--- config.mk ---
export PLATFORM = sky130hd
export DESIGN_NAME = axi_slave_wr_ctrl
export DESIGN_NICKNAME = d
export VERILOG_FILES = /design/src/rtl/axi_slave_wr_ctrl.sv
export SDC_FILE = /design/constraint.sdc
export NUM_CORES = 1
export LEC_CHECK = 0
export CAP_MARGIN = 25
export CELL_PAD_IN_SITES_DETAIL_PLACEMENT = 1
export CELL_PAD_IN_SITES_GLOBAL_PLACEMENT = 2
export CORE_MARGIN = 2
export CORE_UTILIZATION = 36
export CTS_BUF_LIST = sky130_fd_sc_hd__clkbuf_4 sky130_fd_sc_hd__clkbuf_8
export DETAILED_ROUTE_END_ITERATION = 8
export HOLD_SLACK_MARGIN = 0.1
export PLACE_DENSITY_LB_ADDON = 0.1
export SLEW_MARGIN = 20
export SYNTH_ARGS = -nofsm -noshare
export SYNTH_HDL_FRONTEND = slang
export SYNTH_SLANG_ARGS = --single-unit
--- constraint.sdc ---
create_clock -name clk -period 16.5 [get_ports clk]
set_clock_uncertainty 0.15 [all_clocks]
set_input_delay 4.125 -clock clk [delete_from_list [all_inputs] [get_ports clk]]
set_output_delay 4.125 -clock clk [all_outputs]
set_load 0.03 [all_outputs]
--- src/rtl/axi_slave_wr_ctrl.sv ---
// AXI4 slave write-channel controller: one burst at a time (AW -> W beats -> B),
// generating FIXED/INCR/WRAP beat addresses for a byte-strobed synchronous memory port.
module axi_slave_wr_ctrl #(
  parameter int ADDR_WIDTH = 32,
  parameter int DATA_WIDTH = 32,
  parameter int ID_WIDTH   = 8
) (
  input  logic                    clk,
  input  logic                    reset,
  input  logic [ID_WIDTH-1:0]     AWID,
  input  logic [ADDR_WIDTH-1:0]   AWADDR,
  input  logic [7:0]              AWLEN,
  input  logic [2:0]              AWSIZE,
  input  logic [1:0]              AWBURST,
  input  logic                    AWVALID,
  output logic                    AWREADY,
  input  logic [DATA_WIDTH-1:0]   WDATA,
  input  logic [DATA_WIDTH/8-1:0] WSTRB,
  input  logic                    WLAST,
  input  logic                    WVALID,
  output logic                    WREADY,
  output logic [ID_WIDTH-1:0]     BID,
  output logic [1:0]              BRESP,
  output logic                    BVALID,
  input  logic                    BREADY,
  output logic                    mem_we,
  output logic [ADDR_WIDTH-1:0]   mem_addr,
  output logic [DATA_WIDTH-1:0]   mem_wdata,
  output logic [DATA_WIDTH/8-1:0] mem_wstrb,
  output logic [1:0]              dbg_state
);

  localparam int STRB_W   = DATA_WIDTH / 8;
  localparam int MAX_SIZE = $clog2(STRB_W);

  // Handshake rule on every channel: a transfer happens on a rising edge where
  // both VALID and READY are high; READY/VALID outputs are registered.
  typedef enum logic [1:0] {
    IDLE = 2'd0,
    DATA = 2'd1,
    RESP = 2'd2
  } state_t;

  state_t state, state_next;

  logic [ADDR_WIDTH-1:0] cur_addr, wrap_lo, wrap_hi;
  logic [7:0]            len;
  logic [2:0]            size;
  logic [1:0]            burst;
  logic [7:0]            beat_cnt;
  logic                  err;
  logic                  wlast_err;

  logic                  aw_hs, w_hs, b_hs, last_beat, wlast_bad;
  logic [ADDR_WIDTH-1:0] aw_bytes, aw_container, aw_lower;
  logic                  aw_err;
  logic [ADDR_WIDTH-1:0] bytes, incr_addr, next_addr;

  assign aw_hs     = AWVALID && AWREADY;
  assign w_hs      = WVALID && WREADY;
  assign b_hs      = BVALID && BREADY;
  assign last_beat = (beat_cnt == len);
  assign wlast_bad = (WLAST != last_beat);
  assign dbg_state = state;

  // Wrap window is computed once at AW time so the per-beat path is a compare.
  assign aw_bytes     = ADDR_WIDTH'(1) << AWSIZE;
  assign aw_container = (ADDR_WIDTH'(AWLEN) + ADDR_WIDTH'(1)) << AWSIZE;
  assign aw_lower     = AWADDR & ~(aw_container - ADDR_WIDTH'(1));

  assign aw_err = (AWBURST == 2'b11) ||
                  (AWSIZE > 3'(MAX_SIZE)) ||
                  ((AWBURST == 2'b10) && !(AWLEN inside {8'd1, 8'd3, 8'd7, 8'd15})) ||
                  ((AWBURST == 2'b10) && ((AWADDR & (aw_bytes - ADDR_WIDTH'(1))) != '0));

  // Aligning before adding makes an unaligned first INCR beat land on the next boundary.
  assign bytes     = ADDR_WIDTH'(1) << size;
  assign incr_addr = (cur_addr & ~(bytes - ADDR_WIDTH'(1))) + bytes;

  always_comb begin
    next_addr = incr_addr;
    case (burst)
      2'b00:   next_addr = cur_addr;
      2'b10:   next_addr = (incr_addr == wrap_hi) ? wrap_lo : incr_addr;
      default: next_addr = incr_addr;
    endcase
  end

  always_comb begin
    state_next = state;
    case (state)
      IDLE:    if (aw_hs) state_next = DATA;
      DATA:    if (w_hs && last_beat) state_next = RESP;
      RESP:    if (b_hs) state_next = IDLE;
      default: state_next = IDLE;
    endcase
  end

  always_ff @(posedge clk) begin
    if (reset) begin
      state     <= IDLE;
      AWREADY   <= 1'b0;
      WREADY    <= 1'b0;
      BVALID    <= 1'b0;
      BRESP     <= 2'b00;
      BID       <= '0;
      mem_we    <= 1'b0;
      mem_addr  <= '0;
      mem_wdata <= '0;
      mem_wstrb <= '0;
      cur_addr  <= '0;
      wrap_lo   <= '0;
      wrap_hi   <= '0;
      len       <= '0;
      size      <= '0;
      burst     <= '0;
      beat_cnt  <= '0;
      err       <= 1'b0;
      wlast_err <= 1'b0;
    end else begin
      state   <= state_next;
      AWREADY <= (state_next == IDLE);
      WREADY  <= (state_next == DATA);
      BVALID  <= (state_next == RESP);
      mem_we  <= 1'b0;

      if (aw_hs) begin
        BID       <= AWID;
        cur_addr  <= AWADDR;
        wrap_lo   <= aw_lower;
        wrap_hi   <= aw_lower + aw_container;
        len       <= AWLEN;
        size      <= AWSIZE;
        burst     <= AWBURST;
        beat_cnt  <= '0;
        err       <= aw_err;
        wlast_err <= 1'b0;
      end

      if (w_hs) begin
        mem_we    <= !err;
        mem_addr  <= cur_addr;
        mem_wdata <= WDATA;
        mem_wstrb <= WSTRB;
        cur_addr  <= next_addr;
        beat_cnt  <= beat_cnt + 8'd1;
        wlast_err <= wlast_err || wlast_bad;
        if (last_beat) BRESP <= (err || wlast_err || wlast_bad) ? 2'b10 : 2'b00;
      end
    end
  end

endmodule

### Yosys cells after proc, flatten, opt, wreduce, memory -nomap -nowiden

Index checks and enable logic that the tools add are counted.
W data, S select, Z words.

| storage, ports and cells | value |
|---|---|
| output and inout bits | 84 |
| register bits | 203 |
| bits of input ports | 95 |
| word-level logic and storage cells | 87 |

| operators by class | value |
|---|---|
| bitwise gates (word level) | 6 |
| muxes and demuxes | 13 |
| reductions and logical operators | 23 |
| eq/ne operators | 15 |
| $add $sub $neg | 7 |
| shift operators | 3 |
| order comparisons | 1 |

Operator list:

| operator | count |
|---|---|
| $and A32 B32 Y32 | 3 |
| $mux W32 | 3 |
| $sub A32 B1 Y32 const B | 3 |
| $add A32 B32 Y32 | 2 |
| $not A32 Y32 | 2 |
| $pmux W32 S2 | 1 |
| $shl A1 B3 Y32 const A | 2 |
| $eq A32 B32 Y1 | 1 |
| $reduce_bool A32 Y1 | 1 |
| $shl A9 B3 Y32 | 1 |
| $mux W8 | 2 |
| $eq A2 B2 Y1 const B | 5 |
| $add A8 B1 Y9 const B | 1 |
| $add A8 B1 Y8 const B | 1 |
| $eq A8 B1 Y1 const B | 1 |
| $eq A8 B2 Y1 const B | 1 |
| $eq A8 B3 Y1 const B | 1 |
| $eq A8 B4 Y1 const B | 1 |
| $eq A8 B8 Y1 | 1 |
| $mux W2 | 4 |
| $logic_and A1 B1 Y1 | 6 |
| $logic_not A2 Y1 | 3 |
| $logic_or A1 B1 Y1 | 6 |
| $pmux W2 S3 | 1 |
| 11 further kinds | 15 |

### Longest topological paths before layout

Gate-level depths: netlist of the first run.

| logic depth | value |
|---|---|
| word-level depth | 9 |
| mapped depth | 24 |
| mapped depth without buffers | 20 |

### Worst setup path after synthesis of the first run

No wires, ideal clock.

| timing | value |
|---|---|
| path type | in2reg |
| from | input port AWSIZE[0] |
| to | register wrap_hi[19] |
| stages | 24 |
| library setup time | 0.092 ns |
| buffers on the path | 6 |
| slack | 8.063 ns |
| required time | 16.258 ns |
| arrival | 8.195 ns |
| cells stage by stage | buf_2 buf_4 buf_6 buf_2 nor4_2 inv_1 ha_1 nor2b_1 and3_1 buf_6 and3_4 buf_6 nand3_1 nor3_1 xnor2_1 and2_1 ha_1 and3_1 nor2b_1 nand4b_1 a31oi_2 nor2_1 o31a_1 nor4_1 |

| between the ends | value |
|---|---|
| cells in the longest elaborated chain, start to end | 5 |

Ends and longest elaborated chain:

| element | line | text |
|---|---|---|
| start: declaration | 13 | `input logic [2:0] AWSIZE,` |
| $shl A9 B3 Y32 | 68 | `assign aw_container = (ADDR_WIDTH'(AWLEN) + ADDR_WIDTH'(1)) << AWSIZE;` |
| $sub A32 B1 Y32 | 69 | `assign aw_lower = AWADDR & ~(aw_container - ADDR_WIDTH'(1));` |
| $not A32 Y32 | 69 |  |
| $and A32 B32 Y32 | 69 |  |
| net aw_lower[14] | 55 | `logic [ADDR_WIDTH-1:0] aw_bytes, aw_container, aw_lower;` |
| $add A32 B32 Y32 | 131 | `wrap_hi <= aw_lower + aw_container;` |
| end signal: assignment | 131 |  |
| end: declaration | 46 | `logic [ADDR_WIDTH-1:0] cur_addr, wrap_lo, wrap_hi;` |

The timed path passes the listed nets, and every way through them passes these cells.
A chain may end at the register's enable or synchronous reset.

### Worst setup path after layout of the first run

| timing | value |
|---|---|
| from | input port AWLEN[0] |
| to | register wrap_hi[19] |

| between the ends | value |
|---|---|
| cells in the longest elaborated chain, start to end | 6 |

Ends and longest elaborated chain:

| element | line | text |
|---|---|---|
| start: declaration | 12 | `input logic [7:0] AWLEN,` |
| $add A8 B1 Y9 | 68 |  |
| $shl A9 B3 Y32 | 68 |  |
| $sub A32 B1 Y32 | 69 |  |
| $not A32 Y32 | 69 |  |
| $and A32 B32 Y32 | 69 |  |
| net aw_lower[13] | 55 |  |
| $add A32 B32 Y32 | 131 |  |

The timed path passes the listed nets, and every way through them passes these cells.

==> metrics, run 1 <==
Critical Path Start Type=input port; CP required=16.82 ns; hold buffers post-CTS=0; aggregate routed wire length=approximately 47000 um; vias in the first global route=12.8k; Worst Reg-to-Reg Cells=14; Setup Buffers After CTS=0; Site Rows=69; beginning of the worst register-to-register path=size[1]; P per Cell Area=approximately 87 mW/mm^2; count of input and output buffers=177; Slew @ Worst Pin=between 0.9 and 1 ns; nets=1912; first-pass GRT wire length=73700 um; Slew Viols, Final=0; worst vdd ir=61.1 uV; Die Wd=between 150 and 200 um; ys flop type=dfxtp_1; Post-route DRC=0; core area=0.0354 mm^2; Routed Antenna Nets=0; Worst-Skew Late Latency=0.57 ns; vias per cell=5.60; Final Hold Fails=0; post-route insts no fill=~2.3k; worst-path maximum fanout=18; Yosys reg bits=a little over 200; Mapped Nets=between 1.5k and 2k; Initial Util=36.4%; Via Count=between 10k and 15k; Tcrit/Tclk final=around three fifths; overall power=1.37 mW; status=finished clean; Fin Hold WS=a little over 0.3 ns; GR Overflow Total=0; WP data arrival=slightly below 10 ns; Area growth syn-to-layout=21.8%; Synth async-reset ratio=0%; Clock transition at path regs=0.06 ns; Slew HR=about a third; Worst Hold Class=reg -> reg; total track usage=roughly 25%; CTS tree=built; Hold Path Sink=wrap_lo[7]; CTS root buffer=clkbuf_8; starting DRC count in detailed routing=about 790; RSZ-0062 raised after global routing=false; die height=between 150 and 200 um; Reg2Reg Setup Slack=roughly 10 ns; CTS H-tree lvls=2; CP Class=in -> reg; final setup fails=0; setup TNS=0 ns; RR Endpoint=cur_addr[2]; Avg Cell Area, Syn=7.61 um^2; post_cts resized=0; post-synth cell types=104; initial antenna violation count=0; First-pass DRT Iterations=4; largest net degree at the start of global routing=a little under 90; Routed WL per cell=a little over 20 um; CTS Buf Count=40; min Tclk post-route=roughly 9.6 ns; Max Root-Sink Buffers=3; layout cell share with drive strength beyond 1=8.14%; Final Wtd Congestion=0.883; mapped cell area=roughly 0.013 mm^2; Hold Path Depth=2; die footprint=roughly 0.037 mm^2; hpwl dp=34300 um; Yosys Warn Count=0; io pins=roughly 180; worst hold path startpoint=wrap_lo[7]; maxcap violations=0; Setup crit end kind=register; placed cells=about 2.2k; post-synthesis cell count=between 1.5k and 2k; ANT cells=0; Static Leakage=roughly 5.5 nW; FMAX=between 0.1 and 0.15 GHz; register area share after synthesis=a little under a third; EDFF count, synth=0; clock sinks=202
-- sequential cells by signal, indices dropped and copies added, names as in the netlist --
register / count
len: 8
size: 3
wrap_lo: 32
beat_cnt: 8
AWREADY: 1
BRESP: 1
mem_we: 1
cur_addr: 32
mem_wdata: 32
BVALID: 1
mem_wstrb: 4
dbg_state: 2
burst: 2
err: 1
mem_addr: 32
wrap_hi: 32
wlast_err: 1
WREADY: 1
BID: 8
-- cell families (layout without fill, tap and decap cells) --
logic type / after synthesis / count (layout) / synth area share, %
simple gates: 695 / 695 / 26.6
other cells: 1 / 1 / 0.0291
buf+inv: 169 / 309 / 5.85
flops: 202 / 202 / 31.4
mux: 45 / 45 / 3.60
compound gates: 460 / 460 / 23.1
fa+ha+maj: 17 / 17 / 1.65
xor+xnor: 102 / 102 / 7.76
-- per-layer routing --
metal	GRT usage [%]	vias up	wire length (um)
li1	-	6244	-
met1	35.6	6187	22700
met2	39.5	326	20800
met3	4.31	68	2840
met4	6.59	0	1010
met5	0	-	0
-- cell usage after synthesis, drive strengths merged (7+ instances only) --
library cell / number / share of area [%]
a31oi: 13 / 0.73
nor2: 87 / 2.6
nor3: 36 / 1.4
xnor2: 51 / 3.5
o22ai: 30 / 1.5
a211oi: 25 / 1.7
nand3b: 12 / 0.76
or3: 8 / 0.43
nor4b: 11 / 1.0
clkbuf: 78 / 2.3
nand4: 18 / 0.87
a21o: 11 / 0.64
nor2b: 17 / 0.83
inv: 41 / 1.2
a221oi: 10 / 0.91
nand3: 54 / 2.1
mux2: 7 / 0.61
mux2i: 38 / 3.0
a21oi: 220 / 8.6
nand2: 321 / 9.4
nand2b: 14 / 0.68
o221ai: 9 / 0.66
or2: 7 / 0.34
buf: 50 / 2.4
xor2: 44 / 3.1
o211ai: 14 / 0.82
and4: 7 / 0.50
o21ai: 49 / 1.9
a2111oi: 10 / 0.97
ha: 17 / 1.7
and3: 42 / 2.1
dfxtp: 202 / 31
nor4: 22 / 1.3
a211o: 7 / 0.48
and2: 21 / 1.0
-- stage by stage --
step | util (%) | worst slack [ns] | area [um^2]
after floorplan | - | 8.06 | 12900
after global placement | 41.7 | 6.53 | 14800
after detailed placement | 41.7 | 6.37 | 14800
after CTS | 44.3 | 6.97 | 15700
after global routing | 44.3 | 6.34 | 15700
final | 44.3 | 6.88 | 15700
-- cell type report --
cell class	count	area (um^2)
clock buffer	61	771
tap	461	577
timing repair buffer	195	1900
clock inverter	12	125
multi-input combinational	1320	8100
sequential	202	4040
fill	4320	19700
inverter	41	154
-- worst max path at each step --
stage                   start  cells after the start           to  slack (ns)
global placement     AWLEN[0]                     19  wrap_hi[19]        6.53
finish               AWLEN[0]                     19  wrap_hi[19]        6.88
global route         AWLEN[0]                     19  wrap_hi[19]        6.34
detailed placement   AWLEN[0]                     19  wrap_hi[19]        6.37
CTS                  AWLEN[0]                     19  wrap_hi[19]        6.97
floorplan           AWSIZE[0]                     24  wrap_hi[19]        8.06
-- worst max-delay path, cell delays in order --
cell             delay [ns]
clkdlybuf4s50_1        0.89
ha_1                   0.54
xor2_2                 0.26
a221oi_4               0.52
and2_2                 0.25
nand4_1                0.24
nor3_2                 0.41
and3_1                 0.29
nand2_1                0.10
xor2_1                 0.15
and2_1                 0.19
ha_1                   0.36
and3_1                 0.21
nor2b_1                0.18
nand4b_1               0.15
a31oi_2                0.52
nor2_1                 0.12
o31a_1                 0.26
nor4_1                 0.15
-- cell usage in the layout, fill, tap and decap left out, types with 37 or more instances in the layout --
cell	n
and3_1	41
inv_1	39
xor2_1	43
mux2i_1	37
clkbuf_8	50
nand2_1	319
nand3_1	53
xnor2_1	51
a21oi_1	219
clkdlybuf4s50_1	176
nor2_1	86
dfxtp_1	202
-- power by group --
| part | switching (mW) | internal [mW] | total [mW] |
|---|---|---|---|
| sequential | 0.0236 | 0.509 | 0.532 |
| combinational | 0.162 | 0.104 | 0.266 |
| clock | 0.236 | 0.332 | 0.568 |
| total | 0.421 | 0.944 | 1.37 |
No activity file was read; power rests on OpenSTA's default activity.
==> run 2, diff against run 1 <==
--- a/config.mk
+++ b/config.mk
@@ -9,7 +9,7 @@
 export CELL_PAD_IN_SITES_DETAIL_PLACEMENT = 1
 export CELL_PAD_IN_SITES_GLOBAL_PLACEMENT = 2
 export CORE_MARGIN = 2
-export CORE_UTILIZATION = 36
+export CORE_UTILIZATION = 30
 export CTS_BUF_LIST = sky130_fd_sc_hd__clkbuf_4 sky130_fd_sc_hd__clkbuf_8
 export DETAILED_ROUTE_END_ITERATION = 8
 export HOLD_SLACK_MARGIN = 0.1
==> constraint.sdc (replaced) <==
create_clock -name clk -period 8.7 [get_ports clk]
set_clock_uncertainty 0.15 [all_clocks]
set_input_delay 2.175 -clock clk [delete_from_list [all_inputs] [get_ports clk]]
set_output_delay 2.175 -clock clk [all_outputs]
set_load 0.03 [all_outputs]
==> run 2 against run 1 <==
Effect of this change: count of clock-buffer cells in the layout rose by 3; worst setup slack got worse by 5.6 ns; sequential share of layout area fell by 0.17 points; power rose by 90%; die area rose by 20%; routed wire length rose by 6.9%; cell area rose by 0.68%; highest routed layer unchanged; clock power rose by 88%; first-iteration DRC count fell by 21%; register-to-register slack got worse by 7.9 ns; utilization fell by 6.8 points; combinational power rose by 92%.
==> metrics, run 2 (same netlist as run 1, synthesis figures left out) <==
Post-route DRC=0; clock sinks=202; vias per cell=roughly 5.4; RSZ-0062 raised after global routing=false; Critical Path Start Type=input port; layout cell share with drive strength beyond 1=8.19%; Static Leakage=around 5.5 nW; Worst-Skew Late Latency=0.61 ns; die height=around 210 um; CTS tree=built; DP Area=around 0.015 mm^2; Flop pwr share=about 39%; commonest non-fill, non-tap cell in the layout=nand2_1; final setup fails=0; Switching Power=roughly 800 uW; P per Cell Area=around 160 mW/mm^2; Worst Hold Class=reg -> reg; post_cts resized=0; core area=roughly 0.042 mm^2; setup TNS=0 ns; starting DRC count in detailed routing=626; Clk pwr share=around 41%; Via Count=about 13k; GR Overflow Total=0; Slew @ Worst Pin=0.981 ns; fillers=approximately 5k; Sw Ratio=between 30 and 40%; hpwl dp=between 30000 and 40000 um; nets=approximately 1.9k; Setup Buffers After CTS=0; CP required=roughly 9 ns; Reg2Reg Setup Slack=approximately 2.4 ns; CTS H-tree lvls=2; initial antenna violation count=0; Slew Viols, Final=0; Final Wtd Congestion=0.877; First-pass DRT Iterations=5; worst-path maximum fanout=11; CTS root buffer=clkbuf_8; FMAX=roughly 0.13 GHz; WP data arrival=around 8 ns; Tcrit/Tclk final=85.8%; Setup crit end kind=register; CP Class=in -> reg; Routed WL per cell=21.3 um; commonest cells after routing, fill and taps aside=nand2_1, a21oi_1, dfxtp_1; ANT cells=0; min Tclk post-route=around 7.5 ns; Final Util=a little under two fifths; Initial Util=between 30 and 40%; status=finished clean; Max Root-Sink Buffers=3; Logic pwr share=between 15 and 20%; first-pass GRT wire length=78500 um; worst vdd ir=107 uV; maxcap violations=0; count of input and output buffers=between 150 and 200; vias in the first global route=13.0k; Die Wd=211 um; Routed Antenna Nets=0; CTS Buf Count=41; Design Area, Final=0.0158 mm^2; Power Internal=roughly 1.8 mW; total track usage=around 23%; Final Hold Fails=0; largest net degree at the start of global routing=between 80 and 90; hold buffers post-CTS=0; Clock transition at path regs=approximately 0.06 ns; io pins=between 150 and 200; Slew HR=between 30% and 40%; Area growth syn-to-layout=22.6%; aggregate routed wire length=~51000 um; die footprint=approximately 0.045 mm^2; overall power=around 2.6 mW; Site Rows=75
[run 2: critical path, cell delays in order]
cell and delay, ns:
clkdlybuf4s50_1 0.67, ha_1 0.51, xor2_2 0.27, a221oi_4 0.54, and2_2 0.26, nand4_1 0.26
nor3_2 0.39, and3_1 0.26, nand2_1 0.09, xor2_1 0.15, and2_1 0.19, ha_1 0.36
and3_1 0.21, nor2b_1 0.18, nand4b_1 0.17, a31oi_2 0.55, nor2_1 0.12, o31a_1 0.26
nor4_1 0.18
[run 2: area by class of cell]
cell class	count	area (um^2)	share of cell area, %
repair buffers	199	1930	12.2
well taps	539	674	4.27
clock buffers	64	818	5.19
inverters	41	154	0.975
multi-input cells	1320	8100	51.3
flip-flops and latches	202	4040	25.6
clock inverters	6	60.1	0.381
[run 2: metal layers]
layer,wire length (um),GRT usage [%]
met5,0,0
met4,1240,6.58
met3,2700,4.76
met2,22200,35.2
met1,24400,31.5
[run 2: through the flow]
stage | hold WS (ns) | worst slack (ns) | std cells
3_5_place_dp | 0.292 | 0.682 | 2301
2_1_floorplan | 0.277 | 2.21 | 1691
6_report | 0.299 | 1.24 | 2371
3_3_place_gp | 0.286 | 0.857 | 2299
5_1_grt | 0.320 | 0.770 | 2371
4_1_cts | 0.298 | 1.31 | 2371
[run 2: power groups by stage]
stage	registers, mW	clock network (mW)	logic, mW
6_report	1.01	1.07	0.510
5_1_grt	1.01	1.15	0.562
4_1_cts	1.01	1.11	0.514
3_5_place_dp	1.03	0	0.512
3_3_place_gp	1.03	0	0.506
2_1_floorplan	1.03	0	0.322
[run 2: final timing paths]
path	from	endpoint	cells after the start
max reg2reg	size[0]	cur_addr[2]	15
min	wrap_lo[5]	wrap_lo[5]	2
max	AWLEN[1]	wrap_hi[19]	19
min reg2reg	wrap_lo[5]	wrap_lo[5]	2
